==> config.mk <==
export PLATFORM = sky130hd
export DESIGN_NAME = subneg_core_param
export DESIGN_NICKNAME = d
export VERILOG_FILES = /design/src/rtl/subneg_core_param.sv
export SDC_FILE = /design/constraint.sdc
export NUM_CORES = 1
export LEC_CHECK = 0
export CAP_MARGIN = 30
export CELL_PAD_IN_SITES_DETAIL_PLACEMENT = 1
export CELL_PAD_IN_SITES_GLOBAL_PLACEMENT = 1
export CORE_ASPECT_RATIO = 0.7
export CORE_MARGIN = 2
export CORE_UTILIZATION = 49
export CTS_CLUSTER_SIZE = 20
export DETAILED_ROUTE_END_ITERATION = 10
export PLACE_DENSITY = 0.95
export SLEW_MARGIN = 20
export SYNTH_ARGS = -nofsm -noshare
export SYNTH_HDL_FRONTEND = slang
export SYNTH_SLANG_ARGS = --single-unit
==> constraint.sdc <==
create_clock -name clk -period 4.9 [get_ports clk]
set_clock_uncertainty 0.05 [all_clocks]
set_input_delay 0.98 -clock clk [delete_from_list [all_inputs] [get_ports clk]]
set_output_delay 0.98 -clock clk [all_outputs]
set_load 0.02 [all_outputs]
==> src/rtl/subneg_core_param.sv <==
// SUBNEG one-instruction core with a latched, multiplexed address/data bus.
// Build macro SUBNEG_OUTPORT_EN diverts writes to IO_ADDR into out_port.
module subneg_core_param #(
  parameter int unsigned  W        = 8,
  parameter logic [W-1:0] RESET_PC = '0,
  parameter logic [W-1:0] IO_ADDR  = '1
) (
  input  logic         clk,
  input  logic         rst_n,
  input  logic         ena,
  input  logic [W-1:0] bus_in,
  output logic [W-1:0] bus_out,
  output logic [W-1:0] bus_oe,
  output logic         le,
  output logic         moe,
  output logic         mwe,
  output logic [W-1:0] out_port,
  output logic         halted
);

`ifdef SUBNEG_OUTPORT_EN
  localparam bit OutportEn = 1'b1;
`else
  localparam bit OutportEn = 1'b0;
`endif

  typedef enum logic [2:0] {StFa, StFb, StFc, StRa, StRb, StEx, StWr, StHalt} state_e;
  typedef enum logic [1:0] {PhT1, PhT2, PhT3} phase_e;

  state_e       st_q;
  phase_e       ph_q;
  logic [W-1:0] pc_q, a_q, b_q, c_q, val_a_q, val_b_q, r_q;
  logic [W-1:0] rd_addr, pc_next;
  logic         taken, self_branch, io_hit;

  always_comb begin
    case (st_q)
      StFa:    rd_addr = pc_q;
      StFb:    rd_addr = pc_q + W'(1);
      StFc:    rd_addr = pc_q + W'(2);
      StRa:    rd_addr = a_q;
      default: rd_addr = b_q;
    endcase
  end

  assign taken       = r_q[W-1];
  assign pc_next     = taken ? c_q : pc_q + W'(3);
  assign self_branch = taken && (c_q == pc_q);
  assign io_hit      = OutportEn && (b_q == IO_ADDR);

  // (st_q, ph_q) names the bus phase whose outputs are presented after the next
  // enabled edge; every output is registered here.
  always_ff @(posedge clk or negedge rst_n) begin
    if (!rst_n) begin
      st_q     <= StFa;
      ph_q     <= PhT1;
      pc_q     <= RESET_PC;
      a_q      <= '0;
      b_q      <= '0;
      c_q      <= '0;
      val_a_q  <= '0;
      val_b_q  <= '0;
      r_q      <= '0;
      bus_out  <= '0;
      bus_oe   <= '0;
      le       <= 1'b0;
      moe      <= 1'b0;
      mwe      <= 1'b0;
      out_port <= '0;
      halted   <= 1'b0;
    end else if (ena) begin
      unique case (st_q)
        StFa, StFb, StFc, StRa, StRb: begin
          unique case (ph_q)
            PhT1: begin
              bus_out <= rd_addr;
              bus_oe  <= '1;
              le      <= 1'b1;
              ph_q    <= PhT2;
            end
            PhT2: begin
              le     <= 1'b0;
              bus_oe <= '0;
              moe    <= 1'b1;
              ph_q   <= PhT3;
            end
            default: begin
              // Memory drives bus_in throughout the moe cycle; sample it as moe drops.
              moe  <= 1'b0;
              ph_q <= PhT1;
              case (st_q)
                StFa: begin
                  a_q  <= bus_in;
                  st_q <= StFb;
                end
                StFb: begin
                  b_q  <= bus_in;
                  st_q <= StFc;
                end
                StFc: begin
                  c_q  <= bus_in;
                  st_q <= StRa;
                end
                StRa: begin
                  val_a_q <= bus_in;
                  st_q    <= StRb;
                end
                default: begin
                  val_b_q <= bus_in;
                  st_q    <= StEx;
                end
              endcase
            end
          endcase
        end
        StEx: begin
          r_q  <= val_b_q - val_a_q;
          st_q <= StWr;
          ph_q <= PhT1;
        end
        StWr: begin
          if (io_hit) begin
            out_port <= r_q;
            pc_q     <= pc_next;
            ph_q     <= PhT1;
            st_q     <= self_branch ? StHalt : StFa;
          end else begin
            unique case (ph_q)
              PhT1: begin
                bus_out <= b_q;
                bus_oe  <= '1;
                le      <= 1'b1;
                ph_q    <= PhT2;
              end
              PhT2: begin
                le      <= 1'b0;
                bus_out <= r_q;
                mwe     <= 1'b1;
                ph_q    <= PhT3;
              end
              default: begin
                // Data stays on the bus through T3 for hold time after mwe falls.
                mwe  <= 1'b0;
                pc_q <= pc_next;
                ph_q <= PhT1;
                st_q <= self_branch ? StHalt : StFa;
              end
            endcase
          end
        end
        default: begin
          bus_out <= '0;
          bus_oe  <= '0;
          le      <= 1'b0;
          moe     <= 1'b0;
          mwe     <= 1'b0;
          halted  <= 1'b1;
        end
      endcase
    end
  end

endmodule
=== Yosys cells after proc, flatten, opt, wreduce, memory -nomap -nowiden ===
Cells that the tools add are included.

* $add $sub $neg: 4
* Equal/unequal tests: 17
* Multiplexer cells: 20
* Bitwise logic cells: 6
* Reductions and logical operators: 27

{| class="wikitable"
|+ Operators with widths
! cell !! number
|-
| 8-bit case mux with 3 select lines || 2
|-
| 8-bit case mux with 2 select lines || 2
|-
| 8-bit case mux with 4 select lines || 1
|-
| 4-bit AND reduction || 8
|-
| 8-bit two-way mux || 3
|-
| 8-bit by 2-bit adder with 8-bit output, second input constant || 2
|-
| 2-bit != test, second input constant || 6
|-
| 3-bit case mux with 4 select lines || 1
|-
| 3-bit AND reduction || 4
|-
| 6-bit OR reduction || 2
|-
| 1-bit case mux with 2 select lines || 5
|-
| 3-bit == test, second input constant || 3
|-
| 3-bit two-way mux || 3
|-
| 3-bit case mux with 3 select lines || 1
|-
| 8-bit by 1-bit adder with 8-bit output, second input constant || 1
|-
| 8-bit == test || 1
|-
| 2-bit case mux with 2 select lines || 2
|-
| 8-bit subtractor || 1
|-
| 7-bit OR reduction || 1
|-
| 3-bit by 2-bit == test with 1-bit output, second input constant || 2
|-
| 3-bit != test, second input constant || 2
|-
| 1-bit inverter || 6
|-
| 2-bit AND reduction || 3
|-
| 5-bit OR reduction || 1
|-
| other kinds (10) || 11
|}

* Flip-flop bits (word level): 81
* Input bits: 11
* Output and inout port bits: 28

=== Longest topological paths before layout ===
* Depth after elaboration: 5
* Depth in mapped cells: 8

=== Worst setup path after synthesis ===
Ideal clock, no wire load.

* Path kind: input-to-reg
* Start: input port ena
* End: register b_q[0]
* Library setup time: 125 ps
* Data arrival time: 2,061 ps
* Setup slack: 2,664 ps
* Stages: 4
* Path buffers: 1
* Cell sequence: buf_2 nand2_1 nor3_2 mux2_2

* Longest elaborated chain between the ends: 1

{| class="wikitable"
|+ RTL lines
! element !! RTL line !! source
|-
| from (decl) || 10 || <nowiki>input logic ena,</nowiki>
|-
| 4-bit AND reduction (no source line) || n/a ||
|-
| to (signal assigned) || 97 || <nowiki>b_q <= bus_in;</nowiki>
|-
| to (decl) || 32 || <nowiki>logic [W-1:0] pc_q, a_q, b_q, c_q, val_a_q, val_b_q, r_q;</nowiki>
|}

No other way between the ends.
A chain may end at the register's enable or synchronous reset.

=== Worst setup path in the final report ===
* Start: input port ena
* End: register val_a_q[2]

* Longest elaborated chain between the ends: 1

{| class="wikitable"
|+ RTL lines
! element !! RTL line !! source
|-
| 4-bit AND reduction (no source line) || n/a ||
|-
| to (signal assigned) || 105 || <nowiki>val_a_q <= bus_in;</nowiki>
|-
| to (decl) || 32 ||
|}

No other way between the ends.

==> results_dict.tcl <==
set metrics [dict create \
    grt_pass1_vias 3569 \
    initial_utilization 0.5007 \
    io_pins 39 \
    yosys_warnings 0 \
    hold_start "halted" \
    worst_hold_path.endpoint "halted" \
    layout-drive-gt1-share 0.1429 \
    grt_usage 0.2782 \
    crit_path_start "ena" \
    post_cts_buffers 0 \
    cts_resized 0 \
    hp-class "reg -> reg" \
    hold_buffers 0 \
    grt_pass1_wl_um 19280 \
    final_nets 454 \
    period_minus_slack_ns 3.205 \
    reg2reg_slack_ns 2.00 \
    route.detailed.drc 0 \
    dp_hpwl_um 8271 \
    n_antenna_cell 0 \
    nFillCells 913 \
    synth-seq-cells 74 \
    drtPass1Iterations 7 \
    cts_buffers 9 \
    cp.arrival_ns 3.39 \
    routed_wl_um 11860 \
    power_density_nw_per_um2 689.2 \
    path_class "in -> reg" \
    syn_inst 421 \
    synth_enable_flop_cells 0 \
    drv_slew 0 \
    cts_tree "done" \
    synth_area_per_cell_um2 10.00 \
    rr_endpoint "r_q[4]" \
    antenna_found_initial 0 \
    rsz0062_at_grt "false" \
    status "completed" \
    final-setup-viol-count 0 \
    overflow 0 \
    cts_root_buf "clkbuf_16" \
    max_freq_mhz 312.0 \
    vias_per_cell 6.301 \
    wl_per_cell_um 22.01 \
    cts_buffer_depth 2 \
    vdd_drop_max_v 0.0003339 \
    fin_setup_tns_ns 0 \
    gp_congestion 0.9040 \
    worstHoldPathCells 1 \
    r2r_start "st_q[0]" \
    cts_num_sinks 74 \
    ys_types 62 \
    clk_latency_ns 0.34 \
    ys_seq_area_frac 0.4398 \
    drt_iter0_drc 232 \
    ant_nets 0 \
    dieArea_um2 9362 \
    slew_headroom 0.3434 \
    grt_max_degree 75 \
    worst_slew_pin_slew_ns 0.9849 \
    layout_worst_path_cycle_share 0.6541 \
    h-tree-depth 3 \
    synthArstFlopShare 1.000 \
    synthesis.area_um2 4210 \
    core-area_um2 8408 \
    die_x_um 114.8 \
    reg2reg_depth 5 \
    cts.clk_slew.worst_paths_ns 0.05 \
    cp.required_ns 5.08 \
    synth_ff_type "dfrtp_1" \
    cp-end-kind "register" \
    start_kind "primary input" \
    hold_viol 0 \
    die_y_um 81.56 \
    mostFrequentLayoutCell "dfrtp_1" \
    io_buffers 30 \
    rows 28 \
    cp_max_fo 18 \
    maxCapViolations 0 \
    whs_ns 0.4285 \
    p_leak_nw 2.083 \
    final_cell_mix "dfrtp_1 (74), nand2_1 (40), mux2_2 (38)" \
    area_growth_pct 12.10 \
    vias 3396 \
]
cell type report:
type / instances / area [um2] / share of cell area
multi-input combinational: 294 / 2059 / 0.4364
clock inverter: 2 / 12.51 / 0.002651
inverter: 19 / 71.32 / 0.01511
tap: 105 / 131.4 / 0.02784
sequential: 74 / 1852 / 0.3924
clock buffer: 13 / 260.3 / 0.05514
timing repair buffer: 32 / 332.8 / 0.07052
worst max-delay path by stage:
| stage | endpoint | slack [ns] | cells after the start |
|---|---|---|---|
| 2_1_floorplan | b_q[0] | 2.66 | 4 |
| 3_3_place_gp | val_a_q[7] | 1.60 | 4 |
| 3_5_place_dp | val_a_q[4] | 1.49 | 6 |
| 4_1_cts | val_a_q[2] | 1.83 | 6 |
| 5_1_grt | val_a_q[2] | 1.57 | 6 |
| 6_report | val_a_q[2] | 1.70 | 6 |
metal layers:
metal | vias to the layer above | wire length [um] | global-route usage
met5 | - | 0 | 0
met3 | 25 | 709 | 0.07749
met2 | 130 | 5733 | 0.4639
li1 | 1498 | - | -
met4 | 0 | 248 | 0.1060
met1 | 1743 | 5172 | 0.3493
cell families after synthesis:
logic type / after synthesis / synth area share
and+or+nand+nor: 105 / 0.1215
AOI/OAI and AO/OA: 108 / 0.1703
adders and majority gates: 13 / 0.04042
muxes: 46 / 0.1207
other: 1 / 0.0008907
DFF: 74 / 0.4398
buffers and inverters: 60 / 0.07727
xor gates and xnor gates: 14 / 0.02912
flip-flops by register name (all words and copies together), names as in the netlist:
register	count
a_q	8
b_q	8
bus_oe	1
bus_out	8
c_q	8
halted	1
le	1
moe	1
mwe	1
pc_q	8
ph_q	2
r_q	8
st_q	3
val_a_q	8
val_b_q	8
metrics by stage:
stage / worst slack [ns] / power (mW) / area (um2) / util / instances
2_1_floorplan: 2.664 / 2.152 / 4237 / - / 428
3_3_place_gp: 1.595 / 2.474 / 4419 / 0.5256 / 523
3_5_place_dp: 1.495 / 2.596 / 4419 / 0.5256 / 523
4_1_cts: 1.825 / 3.239 / 4692 / 0.5580 / 538
5_1_grt: 1.573 / 3.455 / 4720 / 0.5613 / 539
6_report: 1.695 / 3.253 / 4720 / 0.5613 / 539
cells in the mapped netlist, types with 4 or more instances:
cell type / n / area [um2]
dfrtp_1: 74 / 1852
nand2_1: 40 / 150.1
mux2_2: 38 / 427.9
o21ai_0: 31 / 155.2
a21oi_1: 19 / 95.09
buf_4: 19 / 142.6
nor2_1: 19 / 71.32
inv_1: 18 / 67.56
nand3_1: 13 / 65.06
ha_1: 12 / 150.1
xor2_1: 11 / 96.34
buf_2: 10 / 50.05
mux2i_1: 8 / 80.08
nor3_1: 8 / 40.04
clkbuf_1: 7 / 26.28
o22ai_1: 7 / 43.79
a21o_1: 4 / 30.03
a32o_1: 4 / 40.04
nand2b_1: 4 / 25.02
nand4_1: 4 / 25.02
o211ai_1: 4 / 30.03
o21a_1: 4 / 30.03
o22a_1: 4 / 35.03
o31ai_1: 4 / 30.03
where the power goes:
part,internal [mW],leakage [nW],switching (mW)
combinational,0.656,1.02,0.793
clock,0.367,0.132,0.248
sequential,0.862,0.927,0.327
worst max-delay path, cell delays in order:
cell	delay, ns
clkdlybuf4s50_1	0.86
nand2_1	0.30
nor3_1	0.75
buf_4	0.29
nand2_1	0.07
o21ai_0	0.13
Note: power is estimated with default switching activity, not from simulation.
